File: config.mk
export PLATFORM = sky130hd
export DESIGN_NAME = sfx_player
export DESIGN_NICKNAME = d
export VERILOG_FILES = /design/src/rtl/sfx_player.sv
export SDC_FILE = /design/constraint.sdc
export NUM_CORES = 1
export LEC_CHECK = 0
export BUFFER_PORTS_ARGS = -buffer_cell sky130_fd_sc_hd__buf_2
export CAP_MARGIN = 5
export CORE_MARGIN = 4
export CORE_UTILIZATION = 50
export DETAILED_ROUTE_END_ITERATION = 16
export PLACE_DENSITY = 0.72
export SLEW_MARGIN = 20
export SYNTH_ARGS = -nofsm -noshare
export SYNTH_HDL_FRONTEND = slang
export SYNTH_SLANG_ARGS = --single-unit
File: constraint.sdc
create_clock -name clk -period 3.1 [get_ports clk]
set_input_delay 0 -clock clk [delete_from_list [all_inputs] [get_ports clk]]
set_output_delay 0 -clock clk [all_outputs]
set_load 0.02 [all_outputs]
File: src/rtl/sfx_player.sv
// sfx_player: sound-effect sequencer for the whack-a-mole buzzer.
// A game-event pulse plays a short note sequence from an internal ROM.
// The envelope decays once per tick, and all outputs are registered.
module sfx_player #(
    parameter int          TICK_DIV    = 1_000_000,
    parameter logic [15:0] AMP_MAX     = 16'h2000,
    parameter int          DECAY_SHIFT = 3
) (
    input  logic        clk,
    input  logic        rst,
    input  logic        trig_hit,
    input  logic        trig_miss,
    input  logic        trig_over,
    input  logic        mute,
    output logic [21:0] note_div_left,
    output logic [21:0] note_div_right,
    output logic [15:0] amplitude,
    output logic        busy
);

    localparam int             TW        = (TICK_DIV > 1) ? $clog2(TICK_DIV) : 1;
    localparam logic [TW-1:0]  TICK_LAST = TW'(TICK_DIV - 1);
    localparam logic [21:0]    DIV_SILENT = 22'd1;

    typedef enum logic [1:0] {S_IDLE, S_LOAD, S_PLAY} state_t;

    // The sequence id doubles as its priority: hit=1, miss=2, over=3
    localparam logic [1:0] SEQ_NONE = 2'd0;
    localparam logic [1:0] SEQ_HIT  = 2'd1;
    localparam logic [1:0] SEQ_MISS = 2'd2;
    localparam logic [1:0] SEQ_OVER = 2'd3;

    // ROM entry packing: {note code[2:0], duration[3:0], last flag}
    function automatic logic [7:0] rom_entry(input logic [1:0] seq, input logic [2:0] idx);
        logic [7:0] e;
        case ({seq, idx})
            {SEQ_HIT,  3'd0}: e = {3'd1, 4'd2, 1'b0};
            {SEQ_HIT,  3'd1}: e = {3'd2, 4'd2, 1'b0};
            {SEQ_HIT,  3'd2}: e = {3'd3, 4'd2, 1'b0};
            {SEQ_HIT,  3'd3}: e = {3'd4, 4'd4, 1'b1};
            {SEQ_MISS, 3'd0}: e = {3'd5, 4'd4, 1'b0};
            {SEQ_MISS, 3'd1}: e = {3'd6, 4'd6, 1'b1};
            {SEQ_OVER, 3'd0}: e = {3'd3, 4'd4, 1'b0};
            {SEQ_OVER, 3'd1}: e = {3'd2, 4'd4, 1'b0};
            {SEQ_OVER, 3'd2}: e = {3'd1, 4'd4, 1'b0};
            {SEQ_OVER, 3'd3}: e = {3'd0, 4'd2, 1'b0};
            {SEQ_OVER, 3'd4}: e = {3'd6, 4'd8, 1'b1};
            default:          e = {3'd0, 4'd1, 1'b1};
        endcase
        return e;
    endfunction

    // Divider values for a 100 MHz clock: floor(50e6/f) - 1; code 0 is a rest
    function automatic logic [21:0] note_div(input logic [2:0] code);
        logic [21:0] d;
        case (code)
            3'd1:    d = 22'd95_601;
            3'd2:    d = 22'd75_871;
            3'd3:    d = 22'd63_774;
            3'd4:    d = 22'd47_754;
            3'd5:    d = 22'd127_550;
            3'd6:    d = 22'd190_838;
            default: d = DIV_SILENT;
        endcase
        return d;
    endfunction

    state_t         state_q, state_d;
    logic [1:0]     seq_q, seq_d;
    logic [2:0]     idx_q, idx_d;
    logic [3:0]     remain_q, remain_d;
    logic [TW-1:0]  tick_q, tick_d;
    logic [21:0]    div_q, div_d;
    logic [15:0]    env_q, env_d;
    logic [21:0]    div_left_q, div_left_d;
    logic [21:0]    div_right_q, div_right_d;
    logic [15:0]    amp_q, amp_d;
    logic           busy_q, busy_d;

    logic [1:0]     trig_pri;
    logic           accept;
    logic           tick_wrap;
    logic [7:0]     entry_cur, entry_next, entry_first;

    // Next-state logic: trigger arbitration, tick counting, note stepping and envelope decay
    always_comb begin
        state_d  = state_q;
        seq_d    = seq_q;
        idx_d    = idx_q;
        remain_d = remain_q;
        tick_d   = tick_q;
        div_d    = div_q;
        env_d    = env_q;

        if (trig_over)      trig_pri = SEQ_OVER;
        else if (trig_miss) trig_pri = SEQ_MISS;
        else if (trig_hit)  trig_pri = SEQ_HIT;
        else                trig_pri = SEQ_NONE;

        accept      = (trig_pri != SEQ_NONE) && ((state_q == S_IDLE) || (trig_pri >= seq_q));
        tick_wrap   = (tick_q == TICK_LAST);
        entry_cur   = rom_entry(seq_q, idx_q);
        entry_next  = rom_entry(seq_q, idx_q + 3'd1);
        entry_first = rom_entry(seq_q, 3'd0);

        if (accept) begin
            // The old note keeps sounding through the cycle spent in LOAD
            state_d = S_LOAD;
            seq_d   = trig_pri;
            idx_d   = 3'd0;
            tick_d  = '0;
        end else begin
            case (state_q)
                S_LOAD: begin
                    state_d  = S_PLAY;
                    idx_d    = 3'd0;
                    tick_d   = '0;
                    div_d    = note_div(entry_first[7:5]);
                    env_d    = (entry_first[7:5] == 3'd0) ? 16'd0 : AMP_MAX;
                    remain_d = entry_first[4:1];
                end
                S_PLAY: begin
                    tick_d = tick_wrap ? '0 : tick_q + TW'(1);
                    if (tick_wrap) begin
                        if (remain_q > 4'd1) begin
                            remain_d = remain_q - 4'd1;
                            env_d    = env_q - (env_q >> DECAY_SHIFT);
                        end else if (!entry_cur[0]) begin
                            idx_d    = idx_q + 3'd1;
                            div_d    = note_div(entry_next[7:5]);
                            env_d    = (entry_next[7:5] == 3'd0) ? 16'd0 : AMP_MAX;
                            remain_d = entry_next[4:1];
                        end else begin
                            state_d  = S_IDLE;
                            seq_d    = SEQ_NONE;
                            idx_d    = 3'd0;
                            remain_d = 4'd0;
                            div_d    = DIV_SILENT;
                            env_d    = 16'd0;
                        end
                    end
                end
                default: begin
                    tick_d = '0;
                end
            endcase
        end

        busy_d      = (state_d != S_IDLE);
        div_left_d  = mute ? DIV_SILENT : div_d;
        amp_d       = mute ? 16'd0 : env_d;
        div_right_d = (div_left_d == DIV_SILENT) ? DIV_SILENT : {div_left_d[20:0], 1'b1};
    end

    // State and output registers with synchronous reset to silence
    always_ff @(posedge clk) begin
        if (rst) begin
            state_q     <= S_IDLE;
            seq_q       <= SEQ_NONE;
            idx_q       <= 3'd0;
            remain_q    <= 4'd0;
            tick_q      <= '0;
            div_q       <= DIV_SILENT;
            env_q       <= 16'd0;
            div_left_q  <= DIV_SILENT;
            div_right_q <= DIV_SILENT;
            amp_q       <= 16'd0;
            busy_q      <= 1'b0;
        end else begin
            state_q     <= state_d;
            seq_q       <= seq_d;
            idx_q       <= idx_d;
            remain_q    <= remain_d;
            tick_q      <= tick_d;
            div_q       <= div_d;
            env_q       <= env_d;
            div_left_q  <= div_left_d;
            div_right_q <= div_right_d;
            amp_q       <= amp_d;
            busy_q      <= busy_d;
        end
    end

    assign note_div_left  = div_left_q;
    assign note_div_right = div_right_q;
    assign amplitude      = amp_q;
    assign busy           = busy_q;

endmodule
[Yosys cells after proc, flatten, opt, wreduce, memory -nomap -nowiden]
Memories as Yosys holds them, arrays and structs flattened.
Cells that the tools add are included.
Cells by class
  multiply operators: 0
  reductions and logical operators: 18
  shift-type cells: 0
  add/sub/neg operators: 4
  div/mod/pow operators: 0
  multiplexer cells: 37
  equal/unequal tests: 22
  magnitude comparators: 2
  bitwise operators: 2
Operators by type and width (number)
  $pmux W18 S6: 2
  $mux W22: 5
  $mux W16: 3
  $pmux W22 S2: 1
  $mux W14: 3
  $pmux W16 S2: 1
  $pmux W8 S3: 1
  $eq A22 B1 Y1 const B: 1
  $mux W2: 11
  $add A20 B1 Y20 const B: 1
  $eq A20 B20 Y1 const B: 1
  $eq A3 B3 Y1 const B: 6
  $sub A16 B13 Y16: 1
  $eq A3 B2 Y1 const B: 4
  $mux W4: 3
  $reduce_bool A2 Y1: 6
  $mux W3: 3
  $pmux W4 S2: 1
  $eq A2 B2 Y1 const B: 3
  $eq A3 B1 Y1 const B: 2
  $logic_not A3 Y1: 2
  $ne A2 B2 Y1 const B: 3
  $pmux W3 S2: 1
  $reduce_and A3 Y1: 2
  other kinds (14): 18
Word-level totals
  register bits after elaboration: 130
  memories kept: 2
  logic and storage cells: 99
  ROM bits: 512
  latch bits: 0
  input bits: 6
  memory bits (writable): 0
  output and inout port bits: 61
Memory list
  (name not given): depth 32, width 8, rd ports 1, clocked after Yosys merged registers in 0, wr ports 0, line 36  | case ({seq, idx})
  (name not given): depth 32, width 8, rd ports 1, clocked after Yosys merged registers in 0, wr ports 0, line 36

[Depth between registers and ports, before layout]
An unclocked memory read counts as a cell.
  word-level depth: 12
  mapped depth: 13
  depth with buffers taken out: 11

[Worst setup path before layout]
No wires, ideal clock.
  path kind: reg2reg
  from: register idx_q[1]
  to: register div_right_q[1], in the netlist note_div_right[1]
  clock period less this slack: 2885 ps
  arrival time: 2794 ps
  path slack: 215 ps
  data required time: 3009 ps
  cell stages (with the launch flop): 12
  path through: dfxtp_1 -> ha_1 -> inv_1 -> ha_1 -> and4b_1 -> a211oi_1 -> a21oi_1 -> a2111oi_4 -> a221oi_2 -> and3_1 -> and3_1 -> a311oi_1
Between the ends
  word-level cells in the longest chain between the ends: 12
  elaborated cells on any way between the ends: 18
Ends and longest elaborated chain
  from (decl): line 70  | logic [2:0] idx_q, idx_d;
  from (signal assigned): line 172  | idx_q <= idx_d;
  $add A3 B1 Y3: line 103  | entry_next = rom_entry(seq_q, idx_q + 3'd1);
  $mem_v2 Z32 W8
  $eq A3 B3 Y1 (tied with other cells): line 56  | case (code)
  $pmux W18 S6: line 56
  $mux W22 *: line 128  | end else if (!entry_cur[0]) begin
  $mux W22 *: line 125  | if (remain_q > 4'd1) begin
  $mux W22 *: line 124  | if (tick_wrap) begin
  $pmux W22 S2 *: line 113  | case (state_q)
  $mux W22 *: line 106  | if (accept) begin
  $mux W22 *: line 150  | div_left_d = mute ? DIV_SILENT : div_d;
  $eq A22 B1 Y1: line 152  | div_right_d = (div_left_d == DIV_SILENT) ? DIV_SILENT : {div_left_d[20:0], 1'b1};
  $reduce_or A2 Y1 (no source line)
  to (signal assigned): line 178  | div_right_q <= div_right_d;
  to (decl): line 76  | logic [21:0] div_right_q, div_right_d;
Mark *: on every way between the ends. The rest lies on a longest branch, timed or not.
A chain may end at the register's enable or synchronous reset.

[Worst setup path in the final report]
  from: register tick_q[8]
  to: register div_right_q[1], in the netlist note_div_right[1]
Between the ends
  word-level cells in the longest chain between the ends: 7
Ends and longest elaborated chain
  from (decl): line 72  | logic [TW-1:0] tick_q, tick_d;
  from (signal assigned): line 174  | tick_q <= tick_d;
  $eq A20 B20 Y1 *: line 101  | tick_wrap = (tick_q == TICK_LAST);
  $mux W22 *: line 124
  $pmux W22 S2 *: line 113
  $mux W22 *: line 106
  $mux W22 *: line 150
  $eq A22 B1 Y1: line 152
  $reduce_or A2 Y1 (no source line)
Marks and branches as above.

==> results_dict.tcl <==
set metrics [dict create \
    synth_edf_count 0 \
    yosysSeqAreaShare_pct 42.78 \
    synthArstFlopShare_pct 0 \
    synthDistinctLibCells 70 \
    cts.sinks 129 \
    ios 67 \
    layout-drive-gt1-share_pct 20.59 \
    timing.rr.start "tick_q[8]" \
    die_w_microns 117.9 \
    grt_pass1_wl_microns 23730 \
    worst_slew_pin_slew_ns 0.7776 \
    die_h_microns 117.9 \
    htree_levels 4 \
    drc_errors 0 \
    finalCritPeriodShare_pct 94.10 \
    synth-main-ff-cell "dfxtp_1" \
    avgViaCountPerCell 5.586 \
    drt_first_pass_iters 6 \
    p_per_area_nw_per_um2 548.6 \
    synth-seq-cells 129 \
    place.port_buffers 65 \
    place_congestion 0.9726 \
    setup_tns_ns 0 \
    max-slew-margin-rel_pct 48.02 \
    dieArea_sq_um 13900 \
    final_antenna_net_count 0 \
    arrival_ns 3.20 \
    ys_warn_count 0 \
    drv_cap 0 \
    numCtsBuffers 17 \
    syn2layout_area_growth_pct 19.48 \
    critical_path_class "flop to flop" \
    layout_common_cells "nor2_1 (130), dfxtp_1 (128), buf_2 (65), nand2_1 (41), ha_1 (37)" \
    cts_tree "built" \
    dp_hpwl_microns 10210 \
    synth_top_area_share_pct 42.78 \
    rows 39 \
    finalHoldViolations 0 \
    antenna_cells 0 \
    synthCells 678 \
    crit_required_ns 3.38 \
    grt.overflow.total 0 \
    period_minus_slack_ns 2.917 \
    whs_path_depth 5 \
    max_clock_freq_mhz 342.8 \
    critPathMaxFanout 13 \
    hp-start "trig_hit" \
    clock_latency_ns 0.42 \
    cp-end-kind "flop" \
    min_to "seq_q[0]" \
    core-area_sq_um 11610 \
    maxSlewViolCount 0 \
    startpoint_type "flop" \
    synthTopCellsByArea "dfxtp_1 (43%), nor2_1 (8.1%), ha_1 (7.7%)" \
    avgSynthCellArea_sq_um 8.904 \
    setup_viol 0 \
    synth_top_cell_by_area "dfxtp_1" \
    p_leak_nw 2.949 \
    grt_start_max_net_pins 42 \
    rrSetupSlack_ns 0.18 \
    hold_path_class "input pin to flop" \
    vias 5139 \
    mostFrequentLayoutCell "nor2_1" \
    worstRegToRegCells 9 \
    avgRoutedWirePerCell_microns 15.28 \
    clock_tree.root_cell "clkbuf_16" \
    grt_usage_pct 20.75 \
    synth_fp_nets 722 \
    finClkSkew_ns 0.009005 \
    synth_area_sq_um 6037 \
    drt-total-wl_microns 14060 \
    clk_pin_slew_worst_paths_ns 0.06 \
    rsz0062_at_grt "no" \
    first_global_vias 4953 \
    worstReg2RegEnd "note_div_right[1]" \
    drtIter0Drc 389 \
    antenna_found_initial 0 \
    clockBufferDepth 2 \
    post_cts_buffers 0 \
    outcome "finished, final reports clean" \
    vdd_drop_max_mv 0.4479 \
    worst_hold_slack_ns 0.03577 \
    initial_core_util_pct 51.98 \
    nets 810 \
]
==> worst max path at each step <==
stage	end	cells after the start	slack [ns]	startpoint
final	note_div_right[1]	9	0.18	tick_q[8]
after global placement	note_div_right[1]	12	0.28	idx_q[1]
after floorplan	note_div_right[1]	11	0.21	idx_q[1]
after detailed placement	note_div_right[1]	12	0.08	idx_q[1]
after CTS	note_div_right[1]	12	0.06	idx_q[1]
after global routing	note_div_right[1]	12	0.02	idx_q[0]
==> synthesized netlist by cell type, types with 11 or more instances <==
cell / number
nor2_1: 131
o21ai_0: 18
dfxtp_1: 129
xor2_1: 13
clkbuf_1: 16
a21oi_1: 33
and3_1: 11
xnor2_1: 16
ha_1: 37
nand2_1: 43
and2_1: 16
nand3_1: 13
nor3_1: 18
nor2b_1: 11
inv_1: 33
==> area by class of cell <==
type	instances	area, sq um
well taps	143	178.9
multi-input cells	489	3184
repair buffers	96	565.5
fillers	1001	4400
flip-flops and latches	129	2584
inverters	33	123.9
clock inverters	12	137.6
clock buffers	18	439.2
==> through the flow <==
stage          setup slack [ns]  utilization (%)  power (mW)  cells  area (sq um)
3_3_place_gp             0.2803            56.63       2.029    887          6576
2_1_floorplan            0.2147                -       1.959    678          6037
3_5_place_dp            0.08059            56.63       2.038    887          6576
5_1_grt                 0.02080            62.11       4.096    920          7213
6_report                 0.1829            62.11       3.957    920          7213
4_1_cts                 0.06145            61.85       3.978    920          7183
==> flip-flops by register name (all words and copies together), names as in the netlist <==
name and flops:
env_q 16, amplitude 16, idx_q 3, div_q 22, seq_q 2, note_div_right 21
remain_q 4, note_div_left 22, busy 1, tick_q 20, state_q 2
==> kinds of logic after synthesis <==
| group | Yosys count | share of synthesized area [%] |
|---|---|---|
| buffers and inverters | 60 | 4.953 |
| AND/OR/NAND/NOR | 287 | 23.36 |
| multiplexers | 5 | 0.8498 |
| flip-flops | 129 | 42.78 |
| other | 1 | 0.06212 |
| AO/OA/AOI/OAI | 129 | 15.79 |
| XOR/XNOR | 29 | 4.207 |
| adder cells (fa/ha/maj) | 38 | 8.000 |
==> critical path: stages (launching register included) <==
cell	delay, ns
dfxtp_1	0.36
or4b_4	0.56
nor3_4	0.24
nand4_4	0.14
a21o_1	0.41
buf_4	0.26
a221oi_2	0.33
nand4_1	0.14
nor3_1	0.23
a311oi_1	0.11
==> layer usage <==
metal	wire, microns	global-route usage (%)
met1	6161	25.28
met2	6831	34.17
met3	743	5.911
met4	319	9.084
met5	0	0
==> where the power goes <==
part	total [mW]	internal [mW]	switching (mW)
sequential	1.69	1.68	0.0118
clock	1.94	1.20	0.745
combinational	0.326	0.112	0.214
total	3.96	2.99	0.971
==> timing repair <==
action                                  CTS  global route
endpoints found under the setup margin    0             2
resized for setup                         0             9
hold buffers                              3             0
endpoints found under the hold margin    11             0
No activity file was read; power rests on OpenSTA's default activity.
